## config.mk

```make
export PLATFORM = sky130hd
export DESIGN_NAME = jump_lut_loader
export DESIGN_NICKNAME = d
export VERILOG_FILES = /design/src/rtl/jump_lut_loader.sv
export SDC_FILE = /design/constraint.sdc
export NUM_CORES = 1
export LEC_CHECK = 0
export ABC_AREA = 1
export CORE_MARGIN = 3
export CORE_UTILIZATION = 70
export CTS_BUF_LIST = sky130_fd_sc_hd__clkbuf_2
export DETAILED_ROUTE_END_ITERATION = 6
export PLACE_DENSITY = 0.85
export SYNTH_ARGS = -nofsm -noshare
export SYNTH_HDL_FRONTEND = slang
export SYNTH_SLANG_ARGS = --single-unit
```

## constraint.sdc

```tcl
create_clock -name Clk -period 3.3 [get_ports Clk]
set_input_delay 0.33 -clock Clk [delete_from_list [all_inputs] [get_ports Clk]]
set_output_delay 0.33 -clock Clk [all_outputs]
set_load 0.02 [all_outputs]
```

## src/rtl/jump_lut_loader.sv

```systemverilog
// Programmable 2^IDX_W-entry branch-target table loaded from a valid/ready byte stream.
// Build option: define JUMP_LUT_BOOT_EN to have reset load the boot target set instead of zeros.
module jump_lut_loader #(
    parameter int IDX_W = 5,
    parameter int TGT_W = 10
) (
    input  logic             Clk,
    input  logic             Reset_n,
    input  logic             Start,
    input  logic             In_valid,
    input  logic [7:0]       In_data,
    output logic             In_ready,
    input  logic [IDX_W-1:0] addr,
    output logic [TGT_W-1:0] Target,
    output logic             Busy,
    output logic             Done,
    output logic             Err
);

    localparam int DEPTH = 1 << IDX_W;
    localparam int CW    = IDX_W + 1;

    typedef enum logic [2:0] {IDLE, HDR, LO, HI, FIN} state_t;

    state_t           state_q;
    logic [CW-1:0]    wp_q;
    logic [CW-1:0]    rem_q;
    logic [7:0]       lo_q;
    logic             err_q;
    logic [TGT_W-1:0] tbl_q [DEPTH];

    logic             accept;
    logic [5:0]       hdr_cnt;
    logic             hdr_bad;
    logic [TGT_W-1:0] entry_d;

    function automatic logic [TGT_W-1:0] reset_val(input int idx);
        case (idx)
`ifdef JUMP_LUT_BOOT_EN
            0:       return TGT_W'(11);
            1:       return TGT_W'(179);
            2:       return TGT_W'(314);
            3:       return TGT_W'(318);
            4:       return TGT_W'(341);
            5:       return TGT_W'(337);
            30:      return TGT_W'(322);
            31:      return TGT_W'(345);
`endif
            default: return '0;
        endcase
    endfunction

    assign Busy     = (state_q == HDR) || (state_q == LO) || (state_q == HI);
    assign In_ready = Busy;
    assign Done     = (state_q == FIN);
    assign Err      = err_q;
    assign Target   = tbl_q[addr];

    assign accept   = In_valid && In_ready;
    assign hdr_cnt  = In_data[5:0];
    assign hdr_bad  = (hdr_cnt == 6'd0) || (int'(hdr_cnt) > DEPTH);
    // High byte contributes only the bits above the low byte; its upper bits are dropped.
    assign entry_d  = {In_data[TGT_W-9:0], lo_q};

    always_ff @(posedge Clk) begin
        if (!Reset_n) begin
            state_q <= IDLE;
            err_q   <= 1'b0;
            wp_q    <= '0;
            rem_q   <= '0;
            lo_q    <= '0;
            for (int i = 0; i < DEPTH; i++) tbl_q[i] <= reset_val(i);
        end else begin
            case (state_q)
                IDLE: begin
                    if (Start) begin
                        state_q <= HDR;
                        err_q   <= 1'b0;
                        wp_q    <= '0;
                    end
                end
                HDR: begin
                    if (accept) begin
                        if (hdr_bad) begin
                            err_q   <= 1'b1;
                            state_q <= IDLE;
                        end else begin
                            rem_q   <= CW'(hdr_cnt);
                            state_q <= LO;
                        end
                    end
                end
                LO: begin
                    if (accept) begin
                        lo_q    <= In_data;
                        state_q <= HI;
                    end
                end
                HI: begin
                    if (accept) begin
                        tbl_q[wp_q[IDX_W-1:0]] <= entry_d;
                        wp_q    <= wp_q + CW'(1);
                        rem_q   <= rem_q - CW'(1);
                        state_q <= (rem_q == CW'(1)) ? FIN : LO;
                    end
                end
                FIN:     state_q <= IDLE;
                default: state_q <= IDLE;
            endcase
        end
    end

endmodule

```

**Word-level counts from Yosys, hierarchy flattened**

Memories as Yosys holds them, arrays and structs flattened.
Index checks and enable logic that the tools add are counted.

- Input port bits: 17
- Bits in writable memories: 320
- Bits in registers: 24
- Word-level logic and storage cells: 62
- Memories kept: 1
- Output and inout port bits: 14

Memory list:

| memory | depth | bits a word | read ports | clocked after Yosys merged registers in | wr ports | line | RTL |
|---|---|---|---|---|---|---|---|
| tbl_q | 32 | 10 | 1 | 0 | 32 | 30 | `logic [TGT_W-1:0] tbl_q [DEPTH];` |

- Add/sub/neg operators: 2
- Reductions and logical operators: 15
- Multiplexer cells: 27
- Eq/ne operators: 11
- Magnitude comparators: 1

Operators by type and width:

| kind | number |
|---|---|
| $mux W6 | 5 |
| $pmux W6 S2 | 2 |
| $mux W10 | 2 |
| $mux W3 | 5 |
| $ne A2 B2 Y1 const B | 6 |
| $pmux W3 S4 | 1 |
| $reduce_and A4 Y1 | 3 |
| $reduce_or A10 Y1 | 1 |
| $mux W1 | 9 |
| $add A6 B1 Y6 const B | 1 |
| $eq A3 B2 Y1 const B | 2 |
| $eq A6 B1 Y1 const B | 1 |
| $gt A6 B6 Y1 const B | 1 |
| $logic_not A6 Y1 | 1 |
| $reduce_bool A2 Y1 | 3 |
| $sub A6 B1 Y6 const B | 1 |
| $mux W5 | 1 |
| $eq A3 B1 Y1 const B | 1 |
| $eq A3 B3 Y1 const B | 1 |
| $logic_not A3 Y1 | 1 |
| $logic_or A1 B1 Y1 | 3 |
| $reduce_and A3 Y1 | 1 |
| $mux W2 | 1 |
| $pmux W1 S2 | 1 |
| other kinds (2) | 2 |

**Logic depth before layout (Yosys ltp)**

- Word-level depth: 10
- Mapped depth: 11
- Mapped depth without buffers: 10

**Worst setup path after synthesis**

No wires, ideal clock.

- Path kind: register to register
- Start point: reg state_q[1]
- End point: mem tbl_q[16][0] (enable)
- Slack: 1.483 ns
- Period minus slack after synthesis: 1.817 ns
- Data arrival time: 1.478 ns
- Setup time: 0.340 ns
- Required time: 2.960 ns
- Stages on the path, launching flop included: 10
- Cells stage by stage: dfxtp_1 > inv_2 > nor2_4 > nand2_2 > clkinv_2 > nand2_8 > nor2_8 > nand2_2 > buf_6 > nand2_1

RTL lines:

| item | line | RTL |
|---|---|---|
| start: declaration | 25 | `state_t state_q;` |
| start signal: assignment | 104 | `state_q <= (rem_q == CW'(1)) ? FIN : LO;` |
| end: declaration | 30 |  |

**Worst setup path in the final report**

- Start point: mem tbl_q[13][8]
- End point: out Target[8]

- Word-level cells in the longest chain between the ends: 1

Ends and longest elaborated chain:

| item | line | RTL |
|---|---|---|
| $mem_v2 Z32 W10 | -- |  |
| end: declaration | 14 | `output logic [TGT_W-1:0] Target,` |

Every way passes these cells.

==> impl_metrics.py <==
metrics = {
    "status": {
        "status": "finished, violations left",
        "failed_checks": "DRC",
    },
    "cts": {
        "cts_tree": "yes",
        "cts_resized": 0,
        "htreeDepth": 3,
        "cts.sinks": 343,
        "clockRootBuffer": "clkbuf_2",
        "clk-insertion-delay-late_ns": 0.93,
        "cts_buffer_depth": 3,
        "clkSlewWorstSetupHoldPaths_ns": 0.12,
        "numCtsBuffers": 83,
        "cts_hold_buf": 0,
        "cts_setup_buffers": 0,
    },
    "logic_synthesis": {
        "syn_nets": 1750,
        "yosysSeqAreaShare_pct": 62.02,
        "yosysWarnings": 0,
        "synth.top_cell.area_share_pct": 59.18,
        "syn_avg_cell_area_um2": 9.402,
        "yosysTopAreaCell": "edfxtp_1",
        "netlist_top_cells_area": "edfxtp_1 59%, nand2_1 11%, nand3_1 8.6%",
        "synthesis.area_um2": 16240,
        "synth-seq-cells": 343,
        "synth_cell_types": 28,
        "syn_inst": 1727,
    },
    "global_route": {
        "antenna_found_initial": 1,
        "grt_overflow_total": 0,
        "grt_pass1_vias": 11920,
        "grt_pass1_wl_um": 63900,
        "track_usage_pct": 33.84,
        "grt_max_degree": 81,
    },
    "route": {
        "drcViolationCount": 4,
        "wl_met1_um": 15160,
        "wirelength_um": 42010,
        "viasPerCell": 6.121,
        "final_antenna_net_count": 0,
        "drt_first_pass_iters": 7,
        "via_count": 12670,
        "wl_met2_um": 19580,
        "wl_met3_um": 5139,
        "top_layer": "met4",
        "post_drt_wl_per_cell_um": 20.30,
        "drt-initial-drc-count": 1630,
    },
    "worst_setup_path": {
        "critPathMaxStageDelay_ns": 0.65,
        "crit_path_start_kind": "flip-flop",
        "crit_path_top_delay_cell": "clkdlybuf4s50_1",
        "cp_max_fo": 1,
        "cp-end-kind": "output port",
        "cp_cell_sequence": "nand2_1 -> nand3_1 -> nand3_1 -> nand2_1 -> nand2_1 -> nand3_1 -> and2_1 -> clkdlybuf4s50_1",
        "crit_type": "reg -> out",
        "worstPathRequired_ns": 2.97,
        "cp_data_arrival_time_ns": 2.75,
    },
    "floorplan": {
        "design.die.area_um2": 25060,
        "die_w_um": 158.3,
        "io_pins": 31,
        "die_h_um": 158.3,
        "rows": 55,
        "core_um2": 22710,
        "initial_core_util_pct": 71.50,
    },
    "timing": {
        "max-slew-margin-rel_pct": 40.46,
        "worst_pin_slew_ns": 0.8922,
        "hold_viol_final": 0,
        "max_freq_mhz": 324.4,
        "rsz0062_at_grt": "false",
        "setup_tns_ns": 0,
        "period_share_pct": 93.43,
        "setup_viol": 0,
        "timing.final.crit_period_ns": 3.083,
        "fin_worst_skew_ns": 0.05908,
        "finalWorstSetupSlack_ns": 0.2169,
        "slew_violations": 0,
    },
    "cells_and_area": {
        "layout_commonest_cell": "nand2_1",
        "drive_gt1_share_pct": 13.17,
        "area_growth_pct": 6.057,
        "layout.nets": 1750,
        "multiInputGateArea_um2": 5260,
        "ff_latch_area_um2": 10070,
        "layout_common_cells": "466 x nand2_1, 320 x edfxtp_1, 311 x nor2_1, 280 x nand3_1, 123 x clkbuf_2",
        "utilization_pct": 75.83,
        "n_fill_cell": 1556,
    },
    "pwr": {
        "p_leak_nw": 6.632,
        "power.density_nw_per_um2": 507.9,
        "peakVddDrop_mv": 0.3115,
    },
    "placement": {
        "gp_congestion": 0.9289,
        "post-place-ws_ns": 0.4845,
        "place_hpwl_um": 25950,
        "numPortBuffers": 30,
    },
    "job": {
        "drv_cap": 0,
    },
    "hold_path": {
        "hold_path_class": "in -> reg",
    },
}
[stage by stage]
stage               hold WS (ns)  area [um^2]  instances  power (mW)
global route              0.1024        17220       2070       9.039
global placement          0.4395        16450       1927       5.895
detailed placement        0.4456        16450       1927       5.918
floorplan                 0.4738        16240       1727       5.598
finish                    0.1015        17220       2070       8.746
CTS                      0.04406        17220       2069       8.727
[state kept, by name, summed over array words and instances, names as in the netlist]
register and count:
tbl_q 320, lo_q 8, rem_q 6, wp_q 5
state_q 3, Err 1
[routing by layer]
| metal | vias up | global-route usage (%) |
|---|---|---|
| met5 | - | 0 |
| met4 | 0 | 18.68 |
| met3 | 166 | 7.420 |
| met2 | 953 | 52.53 |
| met1 | 5782 | 45.02 |
| li1 | 5770 | - |
[layout make-up]
class                      count  share of cell area [%]
sequential                   343                   58.48
multi-input combinational   1198                   30.55
clock buffer                 123                   3.575
timing repair buffer          55                   3.415
tap                          285                   2.071
inverter                      46                   1.024
clock inverter                19                  0.8792
antenna                        1                 0.01453
[report_power, final]
group          switching [mW]  internal [mW]
clock network            1.69           1.21
registers              0.0591           4.89
logic                   0.640          0.253
[cells in the mapped netlist]
cell / instances
nand2_1: 466
edfxtp_1: 320
nor2_1: 311
nand3_1: 280
clkbuf_1: 72
inv_1: 41
buf_2: 40
nand2_2: 34
nor2_2: 34
a21oi_1: 23
dfxtp_1: 23
buf_6: 20
o21ai_0: 15
and2_1: 10
buf_1: 6
ha_1: 6
nor3_1: 6
nor2_8: 4
inv_2: 3
nand4_1: 3
buf_4: 2
nand3b_1: 2
clkinv_1: 1
clkinv_2: 1
nand2_8: 1
nor2_4: 1
o31ai_1: 1
or2_2: 1
[worst max-delay path: cells and delay by family (launching register included)]
kind | cells | cell delay (ns)
buf+inv | 1 | 0.65
flops | 1 | 0.34
simple gates | 7 | 0.84
[final timing paths]
kind / from / endpoint / slack (ns) / depth (start not counted)
worst max-delay path: tbl_q[13][8] / Target[8] / 0.22 / 8
worst max register to register: state_q[1] / tbl_q[21][4] / 0.77 / 8
worst min-delay path: In_data[7] / lo_q[7] / 0.10 / 3
worst min register to register: lo_q[7] / lo_q[7] / 0.46 / 2
[cells by family after synthesis]
kind of cell	after synthesis	synth area share, %
AOI/OAI and AO/OA	39	1.218
buffers and inverters	186	5.587
adders and majority gates	6	0.4623
DFF	343	62.02
and+or+nand+nor	1153	30.72
(Power assumes the default switching activity.)
